$ cat src/rtl/alu_sliced_seq.sv
// Multi-cycle ALU: AND/OR/ADD/SLT over WIDTH bits, one SLICE-bit slice per clock, carry registered between slices.
// Latency N cycles (N+1 for SLT) from the start edge to done; start is ignored while busy.
module alu_sliced_seq #(
    parameter int WIDTH = 32,
    parameter int SLICE = 16
) (
    input  logic             clk,
    input  logic             rst,
    input  logic             start,
    input  logic [WIDTH-1:0] a,
    input  logic [WIDTH-1:0] b,
    input  logic             binv,
    input  logic             cin,
    input  logic [1:0]       sel,
    output logic             busy,
    output logic             done,
    output logic [WIDTH-1:0] result,
    output logic             co,
    output logic             ovf,
    output logic             zero
);
    localparam int N  = WIDTH / SLICE;
    localparam int KW = (N > 1) ? $clog2(N) : 1;
    localparam logic [KW-1:0] K_LAST = KW'(N - 1);

    typedef enum logic [1:0] {IDLE, RUN, FIX} state_t;

    state_t           state, state_nxt;
    logic [WIDTH-1:0] a_q, b_q;
    logic [1:0]       sel_q;
    logic             carry;
    logic [KW-1:0]    k;
    logic             sum_msb;

    logic [SLICE-1:0] a_s, b_s, s_out;
    logic [SLICE:0]   s_sum;
    logic [WIDTH-1:0] res_nxt;
    logic             c_msb, last, arith, slt_bit;

    // Slice datapath: one SLICE-bit adder/logic unit reused every RUN cycle.
    always_comb begin
        a_s     = a_q[k*SLICE +: SLICE];
        b_s     = b_q[k*SLICE +: SLICE];
        s_sum   = {1'b0, a_s} + {1'b0, b_s} + {{SLICE{1'b0}}, carry};
        c_msb   = a_s[SLICE-1] ^ b_s[SLICE-1] ^ s_sum[SLICE-1];
        last    = (k == K_LAST);
        arith   = sel_q[1];
        slt_bit = sum_msb ^ ovf;
        case (sel_q)
            2'b00:   s_out = a_s & b_s;
            2'b01:   s_out = a_s | b_s;
            default: s_out = s_sum[SLICE-1:0];
        endcase
        res_nxt = result;
        res_nxt[k*SLICE +: SLICE] = s_out;
    end

    always_ff @(posedge clk or posedge rst) begin
        if (rst) state <= IDLE;
        else     state <= state_nxt;
    end

    always_comb begin
        state_nxt = state;
        case (state)
            IDLE:    if (start) state_nxt = RUN;
            RUN:     if (last) state_nxt = (sel_q == 2'b11) ? FIX : IDLE;
            FIX:     state_nxt = IDLE;
            default: state_nxt = IDLE;
        endcase
    end

    assign busy = (state != IDLE);

    always_ff @(posedge clk or posedge rst) begin
        if (rst) begin
            a_q     <= '0;
            b_q     <= '0;
            sel_q   <= 2'b00;
            carry   <= 1'b0;
            k       <= '0;
            sum_msb <= 1'b0;
            done    <= 1'b0;
            result  <= '0;
            co      <= 1'b0;
            ovf     <= 1'b0;
            zero    <= 1'b0;
        end else begin
            done <= 1'b0;
            case (state)
                IDLE: begin
                    if (start) begin
                        a_q   <= a;
                        b_q   <= b ^ {WIDTH{binv}};
                        carry <= cin;
                        sel_q <= sel;
                        k     <= '0;
                    end
                end
                RUN: begin
                    result <= res_nxt;
                    carry  <= s_sum[SLICE];
                    if (!last) begin
                        k <= k + 1'b1;
                    end else begin
                        co      <= arith & s_sum[SLICE];
                        ovf     <= arith & (c_msb ^ s_sum[SLICE]);
                        sum_msb <= s_sum[SLICE-1];
                        // SLT finishes in FIX, where the sign/overflow correction is applied.
                        if (sel_q != 2'b11) begin
                            done <= 1'b1;
                            zero <= (res_nxt == '0);
                        end
                    end
                end
                FIX: begin
                    result <= {{(WIDTH-1){1'b0}}, slt_bit};
                    zero   <= ~slt_bit;
                    done   <= 1'b1;
                end
                default: ;
            endcase
        end
    end
endmodule

$ cat config.mk
export PLATFORM = sky130hd
export DESIGN_NAME = alu_sliced_seq
export DESIGN_NICKNAME = d
export VERILOG_FILES = /design/src/rtl/alu_sliced_seq.sv
export SDC_FILE = /design/constraint.sdc
export NUM_CORES = 1
export LEC_CHECK = 0
export CAP_MARGIN = 20
export CORE_ASPECT_RATIO = 1.1
export CORE_MARGIN = 3
export CORE_UTILIZATION = 54
export CTS_BUF_LIST = sky130_fd_sc_hd__clkbuf_16
export DETAILED_ROUTE_END_ITERATION = 8
export PLACE_DENSITY = 0.79
export SYNTH_ARGS = -nofsm -noshare
export SYNTH_HDL_FRONTEND = slang
export SYNTH_SLANG_ARGS = --single-unit
$ cat constraint.sdc
create_clock -name clk -period 4.85 [get_ports clk]
set_clock_uncertainty 0.05 [all_clocks]
set_input_delay 1.2125 -clock clk [delete_from_list [all_inputs] [get_ports clk]]
set_output_delay 1.2125 -clock clk [all_outputs]
set_load 0.01 [all_outputs]
==> results.md <==
* DIE WIDTH at about 110 µm
* Largest net degree at the start of global routing at 78
* Setup CP Type: reg2reg
* Syn_area_per_cell at 9.39 µm²
* Initial antenna violation count at 0
* Fillers at a little under 1000
* Min Tclk post-route at a little under 4000 ps
* Vias at 5427
* Crit-path leading delay family: simple AND/OR/NAND/NOR gates
* Post-route setup TNS at 0 ps
* Hold WS at between 400 and 500 ps
* # rows at 41
* Clock slew at reported path FFs at 70 ps
* Critical Path Source Type: flip-flop
* Synth Warn # at 0
* DR iter-0 viols at 343
* Slowest-stage cell, CP: dfrtp_2
* I/O pins at 108
* FFs w/ async S/R, synth at 100%
* Detail Route Antenna Nets at 0
* Grt ovf at 0
* TritonCTS Buffers at 9
* Average wire per standard cell at roughly 17 µm
* Sequential fraction of the synthesis area at 40.4%
* CP bufs+invs at 1
* Die area at 13600 µm²
* Drt drc at 0
* Critical path required time at around 5000 ps
* CTS Sinks at 107
* CTS max path bufs at 2
* Drt pass-1 iters at 5
* Core footprint at around 12000 µm²
* GRT busiest layer: met2
* Nets at 901
* First-pass GRT wire length at roughly 26000 µm
* Vias per cell at between 5 and 6
* F_max at around 0.26 GHz
* M2 GR Usage at 41.0%
* Signal arrival time at the worst endpoint at about 4000 ps
* DPL Wire Length at about 12000 µm
* Root buffer cell: clkbuf_16
* Met1 usage at between 30 and 40%
* Initial Util at about 56%
* Post-CTS resize count at 0
* Final Hold Fails at 0
* CP Capture Type: flip-flop
* Clock latency on the worst-skew pair at about 360 ps
* Synth cell types at 67
* CTS H-tree depth at 3
* Fin crit share at between 80% and 90%
* Final slew viol count at 0
* Area Overhead vs Synth at 21.9%
* Final setup fails at 0
* Placer Congestion at ~0.9
* Max-cap viol count at 0
* CTS tree: yes
* Synth Cell Area at 6630 µm²
* Syn_nets at 814
* Met3 usage at ~3.7%
* Status: finished, final reports clean
* Post-synth EDFFs at 0
* Wirelength, routed at roughly 16000 µm
* Worst slew margin at a little under a third
* Ys flop type: dfrtp_1
* Finished Layout Cells at about 950
* GRT Total Usage at around a quarter
* Die height at roughly 120 µm
* #FFs+latches synth at 107
* Hold Path Class: reg2reg
* Critical path cell sequence: mux2i_1 -> inv_1 -> fa_1 -> a21o_1 -> and3_2 -> o2111ai_1 -> a21oi_1 -> nor3b_1 -> a211oi_1 -> nand4_1 -> o21ai_1
* Number of port buffers at between 100 and 150
* Vias in the first global route at 5357
* Post-CTS Hold Buffers at 0
* RSZ-0062 raised after global routing: no
* Post-Syn Instances at a little over 700
* Critical path's largest stage delay at 820 ps
* Layout cells sized above 1 at 9.91%
* CP max FO at 24
* Cells after DPL at about 930
* Post-CTS setup buffers at 0
* N_diodes at 0
* Worst-Margin Slew at between 1000 and 1500 ps
[synth_stat cells, types with 4 or more instances]
master / number / area (µm²)
o31ai_1: 6 / 45.0
dfrtp_1: 107 / 2680
a21o_1: 5 / 37.5
xnor2_1: 34 / 298
a21oi_1: 21 / 105
nor2_1: 36 / 135
a211oi_1: 11 / 82.6
nor2b_1: 6 / 37.5
nand4_1: 4 / 25.0
o21ai_0: 66 / 330
clkbuf_1: 29 / 109
mux2_2: 35 / 394
buf_2: 10 / 50.1
nor4_1: 11 / 68.8
a22o_1: 10 / 87.6
inv_1: 50 / 188
a31oi_1: 7 / 43.8
nor3_1: 10 / 50.1
ha_1: 35 / 438
nand3b_1: 4 / 30.0
mux2i_1: 35 / 350
nand2_1: 76 / 285
nand2b_1: 9 / 56.3
or2_2: 4 / 25.0
nand3_1: 14 / 70.1
[layout make-up]
class	instances	area, µm²	share of cell area (%)
multi-input cells	506	3590	44.4
inverters	50	190	2.35
clock buffers	9	225	2.79
well taps	150	188	2.32
flip-flops and latches	107	2680	33.1
repair buffers	119	1160	14.3
clock inverters	6	57.6	0.712
[registers in the layout (all words and copies together), names as in the netlist]
name	cells
k	1
a_q	32
carry	1
co	1
state	2
sel_q	2
zero	1
b_q	32
sum_msb	1
done	1
ovf	1
result	32
[per-layer routing]
metal	up-vias	wire (µm)
li1	2664	-
met1	2568	6920
met2	163	7920
met3	32	724
met4	0	471
met5	-	0
[path summary, 6_finish.rpt]
kind / slack, ps / cells after the start / end / startpoint
worst min-delay path: 430 / 2 / b_q[24]$_DFFE_PP0P_ / b_q[24]$_DFFE_PP0P_
worst max register to register: 970 / 11 / zero$_DFFE_PP0P_ / k$_DFFE_PP0P_
min in group asynchronous: 1380 / 2 / result[16]$_DFFE_PP0P_ / rst
worst max-delay path: 970 / 11 / zero$_DFFE_PP0P_ / k$_DFFE_PP0P_
max in group asynchronous: 2590 / 3 / result[2]$_DFFE_PP0P_ / rst
worst min register to register: 430 / 2 / b_q[24]$_DFFE_PP0P_ / b_q[24]$_DFFE_PP0P_
[worst reg2reg max path: stages (launching register included)]
cell	delay (ps)
dfrtp_2	820
mux2i_1	380
inv_1	120
fa_1	410
a21o_1	220
and3_2	240
o2111ai_1	310
a21oi_1	120
nor3b_1	770
a211oi_1	120
nand4_1	150
o21ai_1	60
[stage by stage]
step	utilization (%)	instance area, µm²	setup WS [ps]
floorplan	-	6630	770
global placement	66.4	7800	1130
detailed placement	66.4	7800	1050
CTS	68.8	8090	1020
global route	68.8	8090	746
finish	68.8	8090	970
[cells by family (layout without fill, tap and decap cells)]
group	after synthesis	after routing	share of synthesized area, %
muxes	70	70	11.2
and+or+nand+nor	198	198	14.8
DFF	107	107	40.4
buffers and inverters	93	184	5.51
xor gates and xnor gates	34	34	4.49
AOI/OAI and AO/OA	167	167	16.4
adders and majority gates	37	37	7.21
[cell usage in the layout (no fill, tap or decap), types with 21 or more instances in the layout]
cell,n
dfrtp_1,106
ha_1,35
clkdlybuf4s50_1,106
o21ai_0,66
mux2_2,35
inv_1,49
nand2_1,75
mux2i_1,35
xnor2_1,34
a21oi_1,21
nor2_1,36
Power is not shown: default switching activity piles up to over one toggle a cycle in this logic, so the estimate is an artifact.
